--- src/rtl/regfile_pkg.sv ---
// Shared types and sizes for the register-file write arbiter.
// Imported by the arbiter top and the busy scoreboard.
package regfile_pkg;

  localparam int NREG = 32;
  localparam int DW   = 32;
  localparam int RW   = $clog2(NREG);

  typedef enum logic [1:0] {
    IDLE = 2'd0,
    WAIT = 2'd1,
    HOLD = 2'd2
  } arb_state_e;

endpackage

--- src/rtl/reg_scoreboard.sv ---
// Per-register busy bits for results owed by the long-latency unit.
// Issue sets, accept clears, set wins; r0 is never busy.
module reg_scoreboard
  import regfile_pkg::*;
#(
  parameter int NREG = regfile_pkg::NREG
) (
  input  logic                    clk,
  input  logic                    rst,
  input  logic                    i_set,
  input  logic [$clog2(NREG)-1:0] i_set_rd,
  input  logic                    i_clr,
  input  logic [$clog2(NREG)-1:0] i_clr_rd,
  input  logic [$clog2(NREG)-1:0] i_chk_rs,
  input  logic [$clog2(NREG)-1:0] i_chk_rt,
  input  logic [$clog2(NREG)-1:0] i_chk_rd,
  output logic                    o_hazard
);

  logic [NREG-1:0] r_busy;
  logic [NREG-1:0] w_busy_nxt;

  always_comb begin
    w_busy_nxt = r_busy;
    if (i_clr) w_busy_nxt[i_clr_rd] = 1'b0;
    if (i_set) w_busy_nxt[i_set_rd] = 1'b1;
    w_busy_nxt[0] = 1'b0;
  end

  always_ff @(posedge clk or negedge rst) begin
    if (!rst) r_busy <= '0;
    else      r_busy <= w_busy_nxt;
  end

  // Lookup uses the flops only; a same-cycle clear is seen next cycle.
  assign o_hazard = r_busy[i_chk_rs]
                  | r_busy[i_chk_rt]
                  | r_busy[i_chk_rd];

endmodule

--- src/rtl/regfile_write_arbiter.sv ---
// Shares the register-file write port between writeback and the
// long-latency unit, with starvation hold and busy scoreboard.
module regfile_write_arbiter
  import regfile_pkg::*;
#(
  parameter int NREG         = regfile_pkg::NREG,
  parameter int DW           = regfile_pkg::DW,
  parameter int STARVE_LIMIT = 4
) (
  input  logic                    clk,
  input  logic                    rst,
  input  logic                    wb_valid,
  input  logic [$clog2(NREG)-1:0] wb_rd,
  input  logic [DW-1:0]           wb_data,
  input  logic                    lu_valid,
  input  logic [$clog2(NREG)-1:0] lu_rd,
  input  logic [DW-1:0]           lu_data,
  output logic                    lu_ready,
  input  logic                    iss_valid,
  input  logic [$clog2(NREG)-1:0] iss_rd,
  input  logic [$clog2(NREG)-1:0] chk_rs,
  input  logic [$clog2(NREG)-1:0] chk_rt,
  input  logic [$clog2(NREG)-1:0] chk_rd,
  output logic                    hazard,
  output logic                    pipe_hold,
  output logic                    rf_we,
  output logic [$clog2(NREG)-1:0] rf_rd,
  output logic [DW-1:0]           rf_wdata
);

  localparam int AW = $clog2(NREG);
  localparam int CW = $clog2(STARVE_LIMIT + 1);
  localparam logic [CW-1:0] LIM = CW'(STARVE_LIMIT);
  localparam logic [CW-1:0] ONE = CW'(1);

  logic          w_lu_ready;
  logic          w_refused;
  logic          w_grant;
  logic [AW-1:0] w_g_rd;
  logic [DW-1:0] w_g_data;

  logic          r_we;
  logic [AW-1:0] r_rd;
  logic [DW-1:0] r_wdata;
  logic          r_hold;

  arb_state_e    r_state;
  arb_state_e    w_state_nxt;
  logic [CW-1:0] r_cnt;
  logic [CW-1:0] w_cnt_nxt;

  assign w_lu_ready = lu_valid & ~wb_valid;
  assign w_refused  = lu_valid & wb_valid;
  assign w_grant    = wb_valid | w_lu_ready;

  always_comb begin
    w_g_rd   = '0;
    w_g_data = '0;
    unique case (1'b1)
      wb_valid: begin
        w_g_rd   = wb_rd;
        w_g_data = wb_data;
      end
      w_lu_ready: begin
        w_g_rd   = lu_rd;
        w_g_data = lu_data;
      end
      default: ;
    endcase
  end

  always_ff @(posedge clk or negedge rst) begin
    if (!rst) begin
      r_we    <= 1'b0;
      r_rd    <= '0;
      r_wdata <= '0;
    end else begin
      r_we <= w_grant & (w_g_rd != '0);
      if (w_grant) begin
        r_rd    <= w_g_rd;
        r_wdata <= w_g_data;
      end
    end
  end

  always_comb begin
    w_state_nxt = r_state;
    w_cnt_nxt   = r_cnt;
    unique case (r_state)
      IDLE: begin
        w_cnt_nxt = '0;
        if (w_refused) begin
          w_cnt_nxt   = ONE;
          w_state_nxt = (ONE >= LIM) ? HOLD : WAIT;
        end
      end
      WAIT: begin
        if (!lu_valid || w_lu_ready) begin
          w_state_nxt = IDLE;
          w_cnt_nxt   = '0;
        end else begin
          w_cnt_nxt = r_cnt + ONE;
          if (r_cnt + ONE >= LIM) w_state_nxt = HOLD;
        end
      end
      HOLD: begin
        if (!lu_valid || w_lu_ready) begin
          w_state_nxt = IDLE;
          w_cnt_nxt   = '0;
        end
      end
      default: begin
        w_state_nxt = IDLE;
        w_cnt_nxt   = '0;
      end
    endcase
  end

  // Hold is registered from the next state so it drops on the accept edge.
  always_ff @(posedge clk or negedge rst) begin
    if (!rst) begin
      r_state <= IDLE;
      r_cnt   <= '0;
      r_hold  <= 1'b0;
    end else begin
      r_state <= w_state_nxt;
      r_cnt   <= w_cnt_nxt;
      r_hold  <= (w_state_nxt == HOLD);
    end
  end

  reg_scoreboard #(
    .NREG(NREG)
  ) u_sb (
    .clk      (clk),
    .rst      (rst),
    .i_set    (iss_valid & (iss_rd != '0)),
    .i_set_rd (iss_rd),
    .i_clr    (w_lu_ready),
    .i_clr_rd (lu_rd),
    .i_chk_rs (chk_rs),
    .i_chk_rt (chk_rt),
    .i_chk_rd (chk_rd),
    .o_hazard (hazard)
  );

  assign lu_ready  = w_lu_ready;
  assign pipe_hold = r_hold;
  assign rf_we     = r_we;
  assign rf_rd     = r_rd;
  assign rf_wdata  = r_wdata;

endmodule
--- config.mk ---
export PLATFORM = sky130hd
export DESIGN_NAME = regfile_write_arbiter
export DESIGN_NICKNAME = d
export VERILOG_FILES = /design/src/rtl/regfile_pkg.sv /design/src/rtl/reg_scoreboard.sv /design/src/rtl/regfile_write_arbiter.sv
export SDC_FILE = /design/constraint.sdc
export NUM_CORES = 1
export LEC_CHECK = 0
export CELL_PAD_IN_SITES_DETAIL_PLACEMENT = 1
export CELL_PAD_IN_SITES_GLOBAL_PLACEMENT = 2
export CORE_ASPECT_RATIO = 0.75
export CORE_MARGIN = 2
export CORE_UTILIZATION = 25
export CTS_CLUSTER_SIZE = 30
export DETAILED_ROUTE_END_ITERATION = 6
export PLACE_DENSITY = 0.8
export SKIP_CTS_REPAIR_TIMING = 1
export SLEW_MARGIN = 25
export SYNTH_ARGS = -nofsm -noshare
export SYNTH_HDL_FRONTEND = slang
export SYNTH_SLANG_ARGS = --single-unit
--- constraint.sdc ---
create_clock -name clk -period 2.4 [get_ports clk]
set_input_delay 0.48 -clock clk [delete_from_list [all_inputs] [get_ports clk]]
set_output_delay 0.48 -clock clk [all_outputs]
set_load 0.03 [all_outputs]
Word level (Yosys, flattened, before mapping)
Index checks and enable logic that the tools add are counted.
- add/subtract/negate cells: 1
- multipliers: 0
- div/mod/pow operators: 0
- order comparisons: 8
- equality and inequality tests: 4
- shifts and indexed selects: 0
- muxes and demuxes: 23
- bitwise operators: 11
- reductions and logical operators: 7
- operators with widths (cell ; number):
    2-to-1 mux 32 bit ; 2
    case mux 32 bit (2 select lines) ; 1
    AND 32 bit ; 1
    inverter 32 bit ; 1
    OR 32 bit ; 1
    less-than comparator 5 x 6 -> 1 bit (second input constant) ; 5
    binary-select mux 1 bit (select 5 bit) ; 3
    demux 1 bit (select 5 bit) ; 2
    greater-or-equal comparator 5 x 1 -> 1 bit (second input constant) ; 2
    case mux 5 bit (2 select lines) ; 1
    nonzero test 5 bit ; 2
    case mux 3 bit (3 select lines) ; 1
    2-to-1 mux 2 bit ; 4
    2-to-1 mux 1 bit ; 6
    2-to-1 mux 3 bit ; 2
    case mux 2 bit (3 select lines) ; 1
    AND 1 bit ; 4
    == test 2 bit (second input constant) ; 2
    adder 3 x 1 -> 3 bit (second input constant) ; 1
    greater-or-equal comparator 3 bit (second input constant) ; 1
    OR 1 bit ; 3
    == test 2 x 1 -> 1 bit (second input constant) ; 1
    logical AND 1 bit ; 2
    zero test 2 bit ; 1
    other kinds (4) ; 4
- flip-flop bits (word level): 75
- latch bits: 0
- bits in writable memories: 0
- bits in read-only memories: 0
- input bits: 99
- output and inout port bits: 41
- word-level logic and storage cells: 61
- memories kept: 0

Longest topological paths before layout
Gate-level depths: netlist of run 1.
- depth in word-level cells: 9
- depth in mapped cells: 6
- gate-level depth less buffers: 5

Cells and area by module
Synthesis of run 1 repeated with hierarchy kept, for this count alone.
- cell total of the unflattened synthesis: 392
- area, all modules: 4216.5 um^2
- modules (own cells, without submodules) (module ; times used ; cells each ; area each (um^2) ; sequential area each (um^2)):
    reg_scoreboard ; 1 ; 201 ; 2194.6 ; 775.7
    regfile_write_arbiter ; 1 ; 191 ; 2021.9 ; 1101.1

Worst setup path before layout of run 1
No wires, ideal clock.
- path kind: input port to output port
- start point: in chk_rt[3]
- end point: out hazard
- arrival: 2.237 ns
- data required time: 1.920 ns
- slack: -0.317 ns
- cell stages on the path: 6
- buffers on the path: 1
- path through: clkbuf_1 > mux4_2 > nand2b_1 > and3_4 > a2111oi_4 > nand4_1
- cells in the longest elaborated chain, start to end: 4
- RTL lines (what ; RTL line ; RTL):
    start, declared ; regfile_write_arbiter.sv:22 ; input logic [$clog2(NREG)-1:0] chk_rt,
    binary-select mux 1 bit (select 5 bit) ; reg_scoreboard.sv:37 ; | r_busy[i_chk_rt]
    2-to-1 mux 1 bit (not written as such) ; reg_scoreboard.sv:37 ;
    OR 1 bit ; reg_scoreboard.sv:37 ;
    OR 1 bit ; reg_scoreboard.sv:38 ; | r_busy[i_chk_rd];
    end, declared ; regfile_write_arbiter.sv:24 ; output logic hazard,
Every way passes these cells. The select of a mux whose other input is x is not followed.

Worst setup path after layout of run 1
- start point: in chk_rd[2]
- end point: out hazard
- cells in the longest elaborated chain, start to end: 3
- RTL lines (what ; RTL line ; RTL):
    start, declared ; regfile_write_arbiter.sv:23 ; input logic [$clog2(NREG)-1:0] chk_rd,
    binary-select mux 1 bit (select 5 bit) ; reg_scoreboard.sv:38 ;
    2-to-1 mux 1 bit (not written as such) ; reg_scoreboard.sv:38 ;
    OR 1 bit ; reg_scoreboard.sv:38 ;
Every way passes these cells. The select of a mux whose other input is x is not followed.

==> results of run 1 <==
## area by class of cell
class / instances / area (µm²) / share of cell area
Clock buffer: 10 / 229 / 0.0364
Multi-Input combinational cell: 290 / 2180 / 0.346
Sequential cell: 75 / 1880 / 0.298
Tap cell: 210 / 263 / 0.0418
Clock inverter: 6 / 41.3 / 0.00656
Timing Repair Buffer: 176 / 1690 / 0.269
Inverter: 3 / 11.3 / 0.00179
## per-layer routing
metal / routed length (µm) / vias up / GRT usage
li1: - / 1778 / -
met1: 6310 / 1902 / 0.216
met2: 6890 / 95 / 0.275
met3: 992 / 13 / 0.0467
met4: 191 / 0 / 0.0457
met5: 0 / - / 0
## logic make-up after synthesis
kind of cell | Yosys count | synth area share
AND/OR/NAND/NOR | 101 | 0.127
flip-flops | 75 | 0.454
multiplexers | 69 | 0.229
AO/OA/AOI/OAI | 118 | 0.158
adder cells (fa/ha/maj) | 1 | 0.00303
XOR/XNOR | 1 | 0.00212
buffers and inverters | 26 | 0.0263
## registers in the layout, summed over array words and instances (netlist names)
name,cells
pipe_hold,1
rf_rd,5
rf_wdata,32
r_cnt,3
u_sb.r_busy,31
r_state,2
rf_we,1
## worst max-delay path, stage by stage
cell and delay [ns]:
clkdlybuf4s50_1 0.51, buf_12 0.15, mux4_2 0.50, o211ai_1 0.21, o311a_1 0.20, nand4_1 0.12, buf_6 0.17
## power groups by stage
stage | clock network [W] | registers (W) | logic (W)
after CTS | 0.00128 | 0.00165 | 0.00117
final | 0.00123 | 0.00165 | 0.00119
after global routing | 0.00133 | 0.00167 | 0.00129
after floorplan | 0 | 0.00170 | 0.000506
after global placement | 0 | 0.00166 | 0.00113
after detailed placement | 0 | 0.00167 | 0.00117
## worst max path at each step
stage	start	end	slack, ns	depth (start not counted)
2_1_floorplan	chk_rd[0]	hazard	-0.16	6
3_3_place_gp	chk_rd[0]	hazard	-0.73	7
3_5_place_dp	chk_rd[0]	hazard	-0.77	7
4_1_cts	chk_rd[0]	hazard	-0.77	7
5_1_grt	u_sb.r_busy[19]	hazard	-0.50	6
6_report	chk_rd[2]	hazard	-0.42	7
## through the flow
stage / setup WS, ns / cells / hold slack (ns) / TNS [ns]
2_1_floorplan: -0.161 / 391 / 0.184 / -0.161
3_3_place_gp: -0.733 / 752 / 0.448 / -0.733
3_5_place_dp: -0.768 / 752 / 0.477 / -0.768
4_1_cts: -0.771 / 768 / 0.124 / -0.771
5_1_grt: -0.501 / 770 / 0.132 / -0.501
6_report: -0.423 / 770 / 0.113 / -0.423
## synth_stat cells, types with 4 or more instances
library cell | n | area [µm²]
dfrtp_1 | 75 | 1880
nor2_1 | 10 | 37.5
mux4_2 | 15 | 338
or3b_2 | 4 | 35.0
nand3_1 | 5 | 25.0
mux2i_1 | 48 | 480
a21oi_1 | 5 | 25.0
o21ai_0 | 99 | 495
clkbuf_1 | 13 | 48.8
buf_1 | 6 | 22.5
nor2b_1 | 7 | 43.8
nand3b_1 | 12 | 90.1
nand2_1 | 46 | 173
==> metrics.txt, run 1 <==
Slew headroom=0.544; clk_lat worst skew=0.33 ns; r2r worst-path depth=4; ant diodes=0; prevailing post-synth register cell=dfrtp_1; Post-Syn Area per Cell=10.6 µm²; Port Buf Inserts=139; sequential share of the synthesized area=0.454; reg-to-reg startpoint=r_cnt[0]; Iteration-0 DRC Markers=171; Arr. time, crit path=2.34 ns; Hold WC Path Type=input port to async pin; Detail Placement HPWL=11.1 mm; worst vdd ir=0.000318 V; Post-Synthesis Cells=just under 400; Core ar.=16100 µm²; max-cap viol count=0; CTS tree=done; Req. time, crit path=1.92 ns; total CTS buffers=9; die width=152 µm; synthesis warning total=0; async set or reset register ratio after synthesis=1.00; reg2reg setup slack=1.22 ns; vias in the first global route=between 4000 and 5000; Die Y=115 µm; final worst slack=-0.423 ns; Max Clock Freq=354 MHz; grt total ovfl=0; H-Tree Depth=3; NetSw=0.00128 W; Finished Core Util=0.390; most frequent cells in the layout=clkdlybuf4s50_1 (129), o21ai_0 (98), dfrtp_1 (75); unrepaired setup endpoints after global routing=yes; first-pass GRT wire length=22.7 mm; DR vias=3788; Pwr Total=0.00408 W; die area=17600 µm²; fin area=around 6300 µm²; CP max FO=10; fraction of layout cells with a size suffix above 1=0.161; Mapped Area=4130 µm²; Ports=140; failing checks=negative setup slack; Setup violations, final=1; clock tree buffer depth=2; row cnt=40; Static Leak=2.62 nW; routed vias/inst=4.92; Worst-Margin Slew=0.685 ns; Antenna Nets Post-Route=0; average wire per standard cell=18.7 µm; largest net degree at the start of global routing=77; # fillers=1809; antenna violations before repair=0; commonest non-fill, non-tap cell in the layout=clkdlybuf4s50_1; GPL Wtd Cong=roughly 0.85; Worst-path clk slew=around 0.060 ns; Startpoint Class=input port; Layout area overhead=52.1%; Period minus WS final=~2.8 ns; clock skew=0.000600 ns; GRT Total Usage=0.166; syn nets=just under 500; Tcrit/Tclk final=1.18; Final Max Tran Viols=0; crit end category=output pin; Yosys cell types=44; outcome=finished, violations left; P per Cell Area=649 nW/µm²; # clock sinks=75; Synth Register Bits=75; Starting Density=0.257; Pint=about 0.0028 W; Clk pwr share=0.302; Post-synth EDFFs=0; Flop pwr share=0.405; critical path type=input port to output pin; Comb power frac=0.292; Sw Ratio=0.315; # DRC=0; Final nets=655; WL final=14.4 mm; Cell Area, Placed=5960 µm²; Hold Vio Cnt, Final=0; r2r endpoint=r_state[1]; Pre-antenna DRT Iters=4; Root Buffer=clkbuf_16
Power figures use the tool's default switching activity.
==> run 2: changes to the inputs <==
--- a/config.mk
+++ b/config.mk
@@ -14,7 +14,7 @@
 export DETAILED_ROUTE_END_ITERATION = 6
 export PLACE_DENSITY = 0.8
 export SKIP_CTS_REPAIR_TIMING = 1
-export SLEW_MARGIN = 25
 export SYNTH_ARGS = -nofsm -noshare
 export SYNTH_HDL_FRONTEND = slang
 export SYNTH_SLANG_ARGS = --single-unit
+export TNS_END_PERCENT = 1
==> constraint.sdc (replaced) <==
create_clock -name clk -period 2.4 [get_ports clk]
set_input_delay 0.48 -clock clk [delete_from_list [all_inputs] [get_ports clk]]
set_output_delay 0.48 -clock clk [all_outputs]
set_load 0.005 [all_outputs]
==> metrics.txt, run 2 (synthesis gave the netlist of run 1 again) <==
outcome=finished, violations left; failing checks=negative setup slack; WP buf/inv=1 (-2); fin area=6410 µm² (+1.9%); M2 GR Usage=0.289 (+0.0135); met1 global-route usage=0.221 (+0.00462); Iteration-0 DRC Markers=179 (+4.7%); busiest layer in global routing=met2; Period minus WS final=2.74 ns (-0.0877 ns); setup tns final=-0.336 ns (+0.0877 ns); Worst path depth=6 (-1); ant diodes=0 (unchanged); Req. time, crit path=1.92 ns (about the same); # fillers=1803 (-0.33%); Arr. time, crit path=2.26 ns (-0.08 ns); commonest non-fill, non-tap cell in the layout=clkdlybuf4s50_1; clock tree buffer depth=2 (unchanged); Ports=140 (unchanged); CP max FO=2 (-8); Startpoint Class=flip-flop; Finished Core Util=0.398 (+0.00745); final cell count without fillers=783 (+1.7%); Cell Area, Placed=6050 µm² (+1.6%); fraction of layout cells with a size suffix above 1=0.175 (+0.0138); Worst-Margin Slew=0.667 ns (-0.0175 ns); Pre-antenna DRT Iters=4 (unchanged); Setup violations, final=1 (unchanged); r2r worst-path depth=4 (unchanged); H-Tree Depth=3 (unchanged); Max Clock Freq=366 MHz (+3.2%); unrepaired setup endpoints after global routing=yes; grt total ovfl=0 (unchanged); average wire per standard cell=18.9 µm (+0.92%); clk_lat worst skew=0.35 ns (+0.02 ns); # DRC=0 (unchanged); Static Leak=2.74 nW (+4.4%); routed vias/inst=4.99 (+1.5%); # clock sinks=75 (unchanged); CTS tree=done; Pwr Total=0.00407 W (-0.35%); area occupied by multi-input gates=2170 µm² (-0.57%); cell total after placement=762 (+1.3%); WL final=14.8 mm (+2.6%); critical path type=flip-flop to output pin; Detail Placement HPWL=11.3 mm (+1.8%); Die Y=115 µm (unchanged); die width=152 µm (unchanged); DR vias=3909 (+3.2%); Worst-path clk slew=0.07 ns (about the same); Slew headroom=0.555 (+0.0117); number of flip-flops in the largest register=32 (unchanged); GRT Total Usage=0.174 (+0.00763); Starting Density=0.257 (unchanged); die area=17600 µm² (unchanged); crit end category=output pin; Hold WC Path Type=input port to async pin; Final Max Tran Viols=0 (unchanged); Layout area overhead=55.1%; register area=1880 µm² (unchanged); clock skew=0.00120 ns (+0.000596 ns); final worst slack=-0.336 ns (+0.0877 ns); Hold Vio Cnt, Final=0 (unchanged); Port Buf Inserts=139 (unchanged); Crit path max-delay family=multiplexers; Slowest-stage cell, CP=mux4_2; cells along the critical path=mux4_2, mux2_4, and3_4, a2111oi_4, nand4_1, buf_2; Antenna Nets Post-Route=0 (unchanged); P per Cell Area=634 nW/µm² (-2.2%); worst vdd ir=0.000340 V (+6.9%); row cnt=40 (unchanged); met3 Track Usage GR=0.0486 (+0.00188); first-pass GRT wire length=23.6 mm (+4.0%); Core ar.=16100 µm² (unchanged); Root Buffer=clkbuf_16; Final nets=668 (+2.0%); vias in the first global route=4255 (+3.5%); largest net degree at the start of global routing=77 (unchanged); most frequent cells in the layout=clkdlybuf4s50_1 (127), o21ai_0 (98), dfrtp_1 (75); max-cap viol count=0 (unchanged); total CTS buffers=9 (unchanged); antenna violations before repair=0 (unchanged); Tcrit/Tclk final=1.14 (-0.0366); Worst path max stage delay=0.48 ns (-0.03 ns); GPL Wtd Cong=0.869 (+2.5%)
[run 2: stage by stage]
step | hold WS (ns) | setup slack (ns)
2_1_floorplan | 0.184 | 0.00227
3_3_place_gp | 0.450 | -1.03
3_5_place_dp | 0.465 | -1.04
4_1_cts | 0.173 | -1.03
5_1_grt | 0.184 | -0.431
6_report | 0.157 | -0.336
[run 2: final timing paths]
check / startpoint / endpoint / slack [ns]
max: u_sb.r_busy[23] / hazard / -0.34
min: rst / rf_wdata[4] / 0.16
max reg2reg: r_cnt[0] / pipe_hold / 1.18
min reg2reg: r_state[1] / r_state[0] / 0.49
max in group asynchronous: rst / u_sb.r_busy[27] / 1.90
min in group clk: r_state[1] / r_state[0] / 0.49
[run 2: routing by layer]
metal | share of wire | vias to the layer above
li1 | - | 1807
met1 | 0.44 | 1949
met2 | 0.47 | 128
met3 | 0.063 | 25
met4 | 0.022 | 0
met5 | 0 | -
[run 2: final cells by class]
| class | instances | area share |
|---|---|---|
| clock buffers | 9 | 0.0351 |
| inverters | 3 | 0.00176 |
| clock inverters | 7 | 0.00820 |
| flip-flops and latches | 75 | 0.293 |
| repair buffers | 189 | 0.283 |
| multi-input cells | 290 | 0.338 |
| well taps | 210 | 0.0410 |
[run 2: where the power goes]
group | switching, W | leakage [nW] | internal, W
combinational | 0.000457 | 1.69 | 0.000699
sequential | 0.000175 | 0.908 | 0.00145
clock | 0.000577 | 0.141 | 0.000709
total | 0.00121 | 2.74 | 0.00286
